### config.mk
export PLATFORM = sky130hd
export DESIGN_NAME = tl_timed_seq
export DESIGN_NICKNAME = d
export VERILOG_FILES = /design/src/rtl/tl_timed_seq.sv
export SDC_FILE = /design/constraint.sdc
export NUM_CORES = 1
export LEC_CHECK = 0
export CAP_MARGIN = 20
export CORE_ASPECT_RATIO = 0.8
export CORE_MARGIN = 3
export CORE_UTILIZATION = 25
export DETAILED_ROUTE_END_ITERATION = 7
export PLACE_DENSITY = 0.43
export SYNTH_ARGS = -nofsm -noshare
export SYNTH_HDL_FRONTEND = slang
export SYNTH_SLANG_ARGS = --single-unit
### constraint.sdc
create_clock -name clk -period 3.1 [get_ports clk]
set_input_delay 0.31 -clock clk [delete_from_list [all_inputs] [get_ports clk]]
set_output_delay 0.31 -clock clk [all_outputs]
set_load 0.005 [all_outputs]
### src/rtl/tl_timed_seq.sv
// rtl/tl_timed_seq.sv - timed phase sequencer for a two-road traffic light
//
// Holds the phase state {q1,q0} and a dwell counter.
// It decides when to leave green, using minimum/maximum green times.
// Yellow lasts a fixed number of cycles.
// A hold input freezes the phase and the counter.
//
// Ports:
//   clk       in   rising-edge clock
//   reset     in   synchronous, active-high reset
//   Ta, Tb    in   traffic present on road A / road B
//   hold      in   freeze phase and counter
//   q1, q0    out  registered phase state
//   La1, La0  out  road A light code (00 green, 01 yellow, 10 red)
//   Lb1, Lb0  out  road B light code
//   sw_pulse  out  high for the first cycle of each new phase
module tl_timed_seq #(
    parameter int GREEN_MIN  = 4,
    parameter int GREEN_MAX  = 8,
    parameter int YELLOW_LEN = 2,
    parameter int CNT_W      = 4
) (
    input  logic clk,
    input  logic reset,
    input  logic Ta,
    input  logic Tb,
    input  logic hold,
    output logic q1,
    output logic q0,
    output logic La1,
    output logic La0,
    output logic Lb1,
    output logic Lb0,
    output logic sw_pulse
);

    typedef enum logic [1:0] {
        S0 = 2'b00,   // A green,  B red
        S1 = 2'b01,   // A yellow, B red
        S2 = 2'b10,   // A red,    B green
        S3 = 2'b11    // A red,    B yellow
    } state_t;

    // The counter saturates at the longest dwell it ever has to measure.
    localparam int CNT_TOP = (GREEN_MAX > YELLOW_LEN) ? GREEN_MAX : YELLOW_LEN;

    localparam logic [CNT_W-1:0] C_GMIN = CNT_W'(GREEN_MIN - 1);
    localparam logic [CNT_W-1:0] C_GMAX = CNT_W'(GREEN_MAX - 1);
    localparam logic [CNT_W-1:0] C_YEL  = CNT_W'(YELLOW_LEN - 1);
    localparam logic [CNT_W-1:0] C_SAT  = CNT_W'(CNT_TOP - 1);

    state_t           r_state;
    logic [CNT_W-1:0] r_cnt;
    logic             r_sw_pulse;

    state_t           w_next_state;
    logic             w_advance;
    logic             w_min_done;
    logic             w_max_done;

    assign w_min_done = (r_cnt >= C_GMIN);
    assign w_max_done = (r_cnt >= C_GMAX);

    // A green phase yields only when the other road is waiting.
    // It yields early if its own road is empty.
    // Otherwise it yields once the maximum green time is reached.
    // Traffic inputs are looked at only on this edge; past requests are not remembered.
    always_comb begin
        w_advance    = 1'b0;
        w_next_state = r_state;
        unique case (r_state)
            S0: if (w_min_done && Tb && (!Ta || w_max_done)) begin
                w_advance    = 1'b1;
                w_next_state = S1;
            end
            S1: if (r_cnt == C_YEL) begin
                w_advance    = 1'b1;
                w_next_state = S2;
            end
            S2: if (w_min_done && Ta && (!Tb || w_max_done)) begin
                w_advance    = 1'b1;
                w_next_state = S3;
            end
            S3: if (r_cnt == C_YEL) begin
                w_advance    = 1'b1;
                w_next_state = S0;
            end
        endcase
    end

    always_ff @(posedge clk) begin
        if (reset) begin
            r_state    <= S0;
            r_cnt      <= '0;
            r_sw_pulse <= 1'b0;
        end else if (hold) begin
            // State and count are frozen; no new phase can start while held.
            r_sw_pulse <= 1'b0;
        end else if (w_advance) begin
            r_state    <= w_next_state;
            r_cnt      <= '0;
            r_sw_pulse <= 1'b1;
        end else begin
            if (r_cnt != C_SAT) begin
                r_cnt <= r_cnt + 1'b1;
            end
            r_sw_pulse <= 1'b0;
        end
    end

    assign q1       = r_state[1];
    assign q0       = r_state[0];
    assign La1      = r_state[1];
    assign La0      = ~r_state[1] & r_state[0];
    assign Lb1      = ~r_state[1];
    assign Lb0      = r_state[1] & r_state[0];
    assign sw_pulse = r_sw_pulse;

endmodule

* After elaboration in Yosys (flattened, before gate mapping)
Index checks and enable logic that the tools add are counted.
Cells by class: order comparisons 2, bitwise logic cells 4, reductions and logical operators 14, mux-type cells 12, add/subtract/negate cells 1, eq/ne operators 9
Operators with widths (number):
- $mux W2 | 4
- $mux W4 | 2
- $ne A2 B2 Y1 const B | 4
- $pmux W2 S4 | 1
- $reduce_and A6 Y1 | 1
- $add A4 B1 Y4 const B | 1
- $eq A2 B2 Y1 const B | 2
- $eq A4 B1 Y1 const B | 1
- $ge A4 B2 Y1 const B | 1
- $ge A4 B3 Y1 const B | 1
- $logic_and A1 B1 Y1 | 4
- $mux W1 | 4
- $ne A4 B3 Y1 const B | 1
- $reduce_or A2 Y1 | 2
- $pmux W1 S3 | 1
- $and A1 B1 Y1 | 2
- $eq A2 B1 Y1 const B | 1
- $logic_not A1 Y1 | 2
- $logic_not A2 Y1 | 1
- $logic_or A1 B1 Y1 | 2
- $not A1 Y1 | 2
- $reduce_and A2 Y1 | 1
- $reduce_bool A2 Y1 | 1
Storage, ports and cells: bits of input ports 5, output and inout bits 7, register bits after elaboration 7, logic and storage cells 45

* Depth between registers and ports, before layout
Gate-level depths: netlist of run 1.
depth after elaboration 7, depth in mapped cells 7, mapped depth without buffers 7

* Least setup slack after synthesis of run 1
OpenSTA, ideal clock, no wires.
kind reg-to-reg, from register r_state[1], to register r_cnt[2], stages on the path, launching flop included 8, required time 3.021 ns, path slack 1.344 ns, arrival time 1.677 ns, path through dfxtp_1 inv_1 ha_1 or2_4 a31oi_1 a21boi_2 o22ai_1 a211oi_2
On the way: longest elaborated chain between the ends 5
RTL lines:
- start: declaration | line 52 | state_t r_state;
- start signal: assignment | line 100 | r_state <= w_next_state;
- $eq A2 B2 Y1 / $eq A2 B1 Y1 (equally long branches) | line 71 | unique case (r_state)
- $reduce_or A2 Y1 (no line)
- $pmux W1 S3 (*) | line 71
- $reduce_bool A2 Y1 (no line)
- $reduce_and A2 Y1 (no line)
- end signal: assignment | line 105 | r_cnt <= r_cnt + 1'b1;
- end: declaration | line 53 | logic [CNT_W-1:0] r_cnt;
Every way passes the cells marked *; elsewhere a longest branch is shown, timed or not. A chain may end at the register's enable or synchronous reset.

* Worst setup path after layout of run 1
Same ends and word-level chain as after synthesis.

==> flow_results.org, run 1 <==
** Run status
- The run finished with clean final reports.

** Synthesis
- Number of warnings reported in the yosys synthesis log :: 0
- Area contributors post-synth :: sky130_fd_sc_hd__dfxtp_1 26%, sky130_fd_sc_hd__ha_1 14%, sky130_fd_sc_hd__a2111oi_4 5.0%, sky130_fd_sc_hd__o2bb2ai_4 5.0%, sky130_fd_sc_hd__inv_1 4.8%
- Flip-flop and latch count after synthesis :: 7
- Area leader, netlist :: sky130_fd_sc_hd__dfxtp_1
- By area, the combinational part of the netlist is dominated by compound AO/OA/AOI/OAI gates.
- Synthesis handed over a netlist of 59 instances.
- Of the total synthesized cell area, the portion taken by full adders, half adders and majority gates is 0.155.
- Post-synthesis xor/xnor area fraction :: 0
- Synth unique cells :: 30
- In the synthesized netlist the dominant register cell turns out to be sky130_fd_sc_hd__dfxtp_1.
- Counting every net in the synthesized netlist gives 70.
- The complex-gate fraction of the synthesized area came to 0.296.
- Area fraction of the dominant cell type after synthesis :: 0.255
- Simple-gate portion of the synthesized area :: 0.189
- After synthesis, the share of flip-flops with an asynchronous set or reset is 0.
- The cell area that synthesis handed to floorplanning was roughly 550 um^2.
- Synth Area per Inst :: just over 9 um^2
- Post-synth EDFFs :: 0
- Multiplexer area fraction after synthesis :: 0.0364
- The share of the Yosys chip area taken by registers is 0.255.

** GRT
- The initial antenna violation count came to 0.
- GR Overflow Total :: 0
- Combined global-route utilization of all metal layers :: 0.0925
- Largest net degree at the start of global routing :: 14
- Number of global-route vias before repair :: ~430
- Global-route wire length before repair :: between 1.5 and 2 mm

** Finish
- Signed area change from the synthesized netlist to the final layout :: 28.2%
- With fillers left out, the area of the finished cells amounts to 704 um^2.
- Layout cells sized above 1 :: 0.111
- Register area :: around 140 um^2
- Leading cell type in the layout, fill and taps excluded :: sky130_fd_sc_hd__clkdlybuf4s50_1
- After the last flow step, the layout net total stands at 84.
- Count of filler cells inserted in the layout :: ~210
- Area of the multi-input gates :: 372 um^2
- The library cells used most frequently in the layout, excluding fill and tap cells, are 11 x sky130_fd_sc_hd__clkdlybuf4s50_1, 7 x sky130_fd_sc_hd__inv_1, 7 x sky130_fd_sc_hd__dfxtp_1.
- Antenna diodes :: 0

** Placement
- Summing all placed instances gives a cell area of just under 700 um^2.
- Placer's final routability congestion estimate :: approximately 0.7
- Post-DP HPWL :: around 950 um
- In this run the tool buffered the top-level ports with 11 buffer cells.

** Worst setup path
- Data arrives at the worst endpoint at 2.06 ns.
- Slowest library cell on the worst path :: sky130_fd_sc_hd__dfxtp_1
- Family with the most delay on the worst path :: compound AO/OA/AOI/OAI gates
- Crit path max fanout :: 6
- Walking the worst path, the cells encountered are inv_1 > ha_1 > or2_4 > a31oi_1 > a21boi_2 > o22ai_1 > a211oi_2.
- Number of buffer and inverter instances along the worst setup path :: 1
- The critical path in this run is classified as reg2reg.
- Worst Setup Start Kind :: flip-flop
- Number of gates on the worst path with buffers counted :: 7
- Worst Setup End Kind :: flip-flop
- Number of cells traversed by the worst register-to-register path :: 7
- Crit-path max cell delay :: around 0.42 ns
- Crit path required time :: 3.27 ns

** Drt
- Using the TritonRoute via totals, the vias-per-cell ratio works out to between 5 and 6.
- Drt wl/cell :: approximately 12 um
- For this block, the initial DRC count from the detailed router was 6.
- Antenna Violating Nets Remaining :: 0
- For this block, the routed nets add up to between 1 and 1.5 mm of wire.
- Iteration count of the initial detailed-routing pass :: 4
- Remaining DRCs :: 0
- Number of vias after detailed routing :: ~480

** STA
- Dividing the final minimum period by the clock period gives 0.610.
- Static timing analysis puts the maximum clock frequency at 529 MHz.
- Layout Skew :: 0.00313 ns
- The number of hold violations in the final report came to 0.
- Total negative slack for setup checks :: 0 ns
- The final count of pins violating max slew was 0.
- For the pin with the worst max-slew slack, the measured transition is 0.460 ns.
- Normalized max-slew margin :: 0.690
- Final worst hold slack :: between 0.5 and 0.6 ns
- Final-report setup violation count :: 0
- The clock period could shrink to ~1.9 ns.
- Setup repair after global routing left no endpoint under its margin.

** Floorplan
- Area of the core :: roughly 2000 um^2
- Die Area :: between 2000 and 3000 um^2
- From left edge to right edge, the die measures around 58 um.
- FP Rows :: 14
- 12 I/O pins were placed.
- Initial Utilization :: 0.277
- From bottom edge to top edge, the die measures 47.9 um.

** Power and ir drop
- The analysis attributes to cell leakage a power of ~0.26 nW.
- The internal power of the cells totals 0.155 mW.
- Share of total power in the clock network :: 0.400
- Maximum vdd ir drop :: between 0.15 and 0.2 mV
- Power density over the cells :: roughly 290 nW/um^2
- Of the total power, the share spent switching nets is 0.246.
- The share of total power dissipated in combinational logic is 0.132.
- Part of the total power dissipated in sequential elements :: 0.467
- NetSw :: 0.0506 mW

** Clocking
- Buffers inserted to repair hold after CTS numbered 0.
- Clock tree synthesis inserted a total of 3 buffers.
- CTS saw 7 sinks.
- Maximum count of clock buffers along a single path :: 2
- Post-cts resize count :: 0
- The tree is rooted in a sky130_fd_sc_hd__clkbuf_4.
- Count of H-tree levels built during CTS :: 1
- TritonCTS built the clock tree.
- Clock-pin slew was measured on the worst setup and hold paths at roughly 0.050 ns.
- The number of setup buffers added after CTS is 0.
- Latest clock arrival within the worst-skew pair :: 0.25 ns

** Job
- Max-cap violation count :: 0

** Min path
- The path class of the tightest hold or removal check is reg2reg.
- Cells on Worst Hold Path :: 2
sequential cells by signal, summed over array words and instances (netlist names):
register  cells
r_cnt         4
r_state       2
sw_pulse      1
final timing paths:
path / startpoint / to / slack, ns
setup reg to reg: r_state[1] / r_cnt[2] / 1.21
setup / recovery: r_state[1] / r_cnt[2] / 1.21
hold reg to reg: r_cnt[1] / r_cnt[1] / 0.53
hold / removal: r_cnt[1] / r_cnt[1] / 0.53
routing by layer:
layer / GRT usage / share of wire
met5: 0 / 0
met4: 0.0694 / 0.016
met3: 0.0162 / 0.054
met2: 0.140 / 0.40
met1: 0.119 / 0.53
synth_stat cells (2+ instances only):
cell,count
sky130_fd_sc_hd__ha_1,6
sky130_fd_sc_hd__nor2_1,2
sky130_fd_sc_hd__or3_1,2
sky130_fd_sc_hd__nand2_1,3
sky130_fd_sc_hd__o22ai_1,4
sky130_fd_sc_hd__dfxtp_1,7
sky130_fd_sc_hd__nand3b_1,2
sky130_fd_sc_hd__nor4_1,2
sky130_fd_sc_hd__inv_1,7
sky130_fd_sc_hd__nand2b_1,3
sky130_fd_sc_hd__mux2i_1,2
area by class of cell:
class,instances,share of cell area
clock buffer,4,0.0373
inverter,7,0.0373
multi-input combinational,43,0.528
sequential,7,0.199
tap,24,0.0426
timing repair buffer,11,0.156
power groups by stage:
stage,registers (mW),clock network [mW],logic (mW)
6_report,0.0962,0.0824,0.0272
4_1_cts,0.0964,0.0847,0.0273
3_3_place_gp,0.0984,0,0.0272
2_1_floorplan,0.0974,0,0.0169
3_5_place_dp,0.0982,0,0.0272
5_1_grt,0.0967,0.0902,0.0305
worst reg2reg max path, delay by kind of cell, from the launching register on:
kind                       cells  cell delay (ns)
DFF                            1             0.42
buffers and inverters          1             0.11
AOI/OAI and AO/OA              4             0.83
adders and majority gates      1             0.21
and+or+nand+nor                1             0.24
stage by stage:
stage | setup WS, ns | power [mW] | std cells | utilization
final | 1.21 | 0.206 | 96 | 0.356
after global routing | 1.07 | 0.218 | 96 | 0.356
after CTS | 1.19 | 0.208 | 96 | 0.356
after detailed placement | 1.19 | 0.125 | 92 | 0.343
after global placement | 1.22 | 0.126 | 92 | 0.343
after floorplan | 1.34 | 0.114 | 59 | -
cell families (layout without fill, tap and decap cells):
logic type                 count (synthesis)  after routing
and+or+nand+nor                           18             18
AOI/OAI and AO/OA                         16             16
buffers and inverters                      9             22
adders and majority gates                  7              7
DFF                                        7              7
muxes                                      2              2
No activity file was read; power rests on OpenSTA's default activity.
==> run 2: changes to the inputs <==
--- a/config.mk
+++ b/config.mk
@@ -10,7 +10,7 @@
 export CORE_MARGIN = 3
 export CORE_UTILIZATION = 25
 export DETAILED_ROUTE_END_ITERATION = 7
-export PLACE_DENSITY = 0.43
+export PLACE_DENSITY = 0.45
 export SYNTH_ARGS = -nofsm -noshare
 export SYNTH_HDL_FRONTEND = slang
 export SYNTH_SLANG_ARGS = --single-unit
==> constraint.sdc (replaced) <==
create_clock -name clk -period 1.5 [get_ports clk]
set_input_delay 0.15 -clock clk [delete_from_list [all_inputs] [get_ports clk]]
set_output_delay 0.15 -clock clk [all_outputs]
set_load 0.005 [all_outputs]
==> run 2 against run 1 <==
- maximum frequency up 17%
- worst setup slack worse by 1.3 ns
- clock skew is 0.00066 ns lower
- clock power rose by 110%
- register-to-register slack got worse by 1.3 ns
- critical path type unchanged
- the flow now finishes with violations (negative setup slack)
==> flow_results.org, run 2 (same netlist as run 1, synthesis figures left out) <==
** Finish
- Signed area change from the synthesized netlist to the final layout :: 66.7%
- Area of all placed cells without fillers :: around 900 um^2
- The final layout contains around 100 nets.
- Antenna diodes :: 0
- Top library cells by usage in the layout, fill and taps aside :: 16 x sky130_fd_sc_hd__buf_4, 10 x sky130_fd_sc_hd__clkdlybuf4s50_1, 6 x sky130_fd_sc_hd__inv_1
- Count of filler cells inserted in the layout :: ~190
- For this run, the number of standard cells in the final layout without fillers is 113.
- Core utilization of the finished layout :: 0.463
- Layout cells sized above 1 :: 0.427
- Largest reg by FF count :: r_cnt
- The register with the most flip-flops in the layout has 4 of them.
- The library cell used most frequently in the layout, excluding fill and tap cells, is sky130_fd_sc_hd__buf_4.

** Worst setup path
- Number of buffer and inverter instances along the worst setup path :: 1
- Worst Setup End Kind :: flip-flop
- Worst Setup Start Kind :: flip-flop
- Beginning of the worst register-to-register path :: r_state[1]
- Of all nets on the critical path, the largest fanout is 5.
- Minimum setup slack among reg-to-reg paths :: -0.12 ns
- In this design, the largest share of critical-path delay is due to compound AO/OA/AOI/OAI gates.
- In this design, the stage delay of the slowest critical-path cell is approximately 0.38 ns.
- Type of the worst setup path :: reg2reg
- Walking the worst path, the cells encountered are inv_4 > ha_4 > or2_4 > a31oi_4 > a2bb2oi_1 > a2111oi_4 > mux2i_1.
- For the worst setup path, the data arrival time is between 1.5 and 2 ns.
- Among all stages on the critical path, the largest delay is contributed by sky130_fd_sc_hd__dfxtp_4.
- Worst setup path startpoint :: r_state[1]
- Crit path required time :: around 1.6 ns

** Job
- Max-cap violation count :: 0

** Drt
- Remaining DRCs :: 0
- Using the TritonRoute via totals, the vias-per-cell ratio works out to 4.63.
- The routed layout has 523 vias.
- In the final routed layout, each cell accounts on average for around 13 um.
- Before antenna repair, the detailed router went through 5 iterations.
- Detailed Route WL :: 1.45 mm
- The first routing iteration left 10 violations.
- Once detail routing completed, the nets flagged for antenna violations numbered 0.

** STA
- Counting I/O delays and the setup requirement, the final critical path takes around 1.6 ns.
- Setup violations remaining at the end of the flow were counted as 7.
- In the finished design, the share of the clock period the worst path needs comes to 1.08.
- Worst Slack Setup Final :: -0.116 ns
- F_max :: 619 MHz
- Setup repair after global routing could not meet its margin everywhere.
- Adding up every negative setup slack in the final design gives -0.610 ns.
- Final worst hold slack :: 0.505 ns
- Layout Skew :: 0.00248 ns
- The number of hold violations in the final report was 0.
- Slew at the pin closest to its max-slew limit :: between 0.3 and 0.4 ns
- Normalized max-slew margin :: 0.775
- Final slew viol count :: 0

** GRT
- Antenna violations before repair :: 0
- Largest net degree at the start of global routing :: 12
- GR Overflow Total :: 0
- Global-route wire length before repair :: 2.31 mm
- The number of global-route vias before repair was between 500 and 600.
- In the global route stage, overall resource usage came out at 0.111.

** Clocking
- TritonCTS clock tree :: yes
- The clock reaches the later pin of the worst-skew pair after between 0.2 and 0.3 ns.
- Root Buffer Master :: sky130_fd_sc_hd__clkbuf_4
- Buffers inserted to repair hold after CTS numbered 0.
- Register clock-pin slew on the reported worst setup and hold paths :: about 0.05 ns
- Maximum count of clock buffers along a single path :: 2
- Sink Count :: 7
- Number of buffers inserted during clock tree synthesis :: 3
- Count of H-tree levels built during CTS :: 1

** Power and ir drop
- In this run the power density over the cells is a little under 500 nW/um^2.
- Static leakage :: around 0.35 nW
- VDD sags by at most between 0.3 and 0.4 mV.

** Placement
- Placed Cells :: ~110
- Cell area after placement :: between 800 and 900 um^2
- Post-DP HPWL :: 1.14 mm
- Buffers placed on the I/O ports in this run total 11.
- Placer's final routability congestion estimate :: roughly 0.8

** Floorplan
- Number of top-level pins :: 12
- Die Wd :: roughly 60 um
- Area of the core :: roughly 2000 um^2
- Die Area :: approximately 2800 um^2
- The floorplan has 14 rows.
- The die is 47.9 um tall.
- For this configuration, the core starts out at a cell density of 0.277.

** Min path
- Hold/Removal Path Class :: in2reg
- In this run the most critical hold path is launched from hold.

** Run status
- Failing checks :: negative setup slack
- Status :: complete, but fails checks
-- run 2: changes by cell type in the layout (fill, tap and decap cells not counted), sizes merged --
| cell | previous run | this run |
|---|---|---|
| buf | 0 | 17 |
| clkdlybuf4s50 | 11 | 10 |
| dlygate4sd2 | 0 | 1 |
-- run 2: what timing repair did --
| item | 4_1_cts | 5_1_grt |
|---|---|---|
| buffers inserted | 2 | 0 |
| pin swaps | 2 | 0 |
| gates resized for setup | 12 | 3 |
| endpoints found under the setup margin | 8 | 7 |
| cloned | 0 | 0 |
-- run 2: cell type report --
| type | count | area, um^2 | share of cell area |
|---|---|---|---|
| Clock buffer | 4 | 26.3 | 0.0287 |
| Inverter | 7 | 28.8 | 0.0314 |
| Timing Repair Buffer | 28 | 240 | 0.262 |
| Sequential cell | 7 | 149 | 0.163 |
| Tap cell | 24 | 30.0 | 0.0328 |
| Multi-Input combinational cell | 43 | 442 | 0.482 |
-- run 2: metal layers --
metal / share of wire / global-route usage / wire [um] / vias up
li1: - / - / - / 279
met1: 0.51 / 0.160 / 746 / 236
met2: 0.45 / 0.158 / 653 / 8
met3: 0.036 / 0.0216 / 52 / 0
met4: 0 / 0.0556 / 0 / 0
met5: 0 / 0 / 0 / -
-- run 2: power breakdown --
| part | switching [mW] | leakage (nW) | internal (mW) |
|---|---|---|---|
| Sequential | 0.00699 | 0.0587 | 0.189 |
| Combinational | 0.0404 | 0.278 | 0.0471 |
| Clock | 0.0682 | 0.0150 | 0.101 |
-- run 2: final timing paths --
check / depth (start not counted) / endpoint
setup reg to reg: 7 / r_state[1]
hold / removal: 2 / sw_pulse
setup / recovery: 7 / r_state[1]
hold reg to reg: 2 / r_state[0]
-- run 2: per-stage QoR --
stage / total power, mW / worst slack, ns
3_5_place_dp: 0.279 / -0.237
2_1_floorplan: 0.235 / -0.0485
5_1_grt: 0.479 / -0.189
3_3_place_gp: 0.278 / -0.177
6_report: 0.454 / -0.116
4_1_cts: 0.463 / -0.105
-- run 2: worst reg2reg max path: stages (launching register included) --
cell,delay [ns]
sky130_fd_sc_hd__dfxtp_4,0.38
sky130_fd_sc_hd__inv_4,0.05
sky130_fd_sc_hd__ha_4,0.15
sky130_fd_sc_hd__or2_4,0.24
sky130_fd_sc_hd__a31oi_4,0.15
sky130_fd_sc_hd__a2bb2oi_1,0.32
sky130_fd_sc_hd__a2111oi_4,0.08
sky130_fd_sc_hd__mux2i_1,0.13
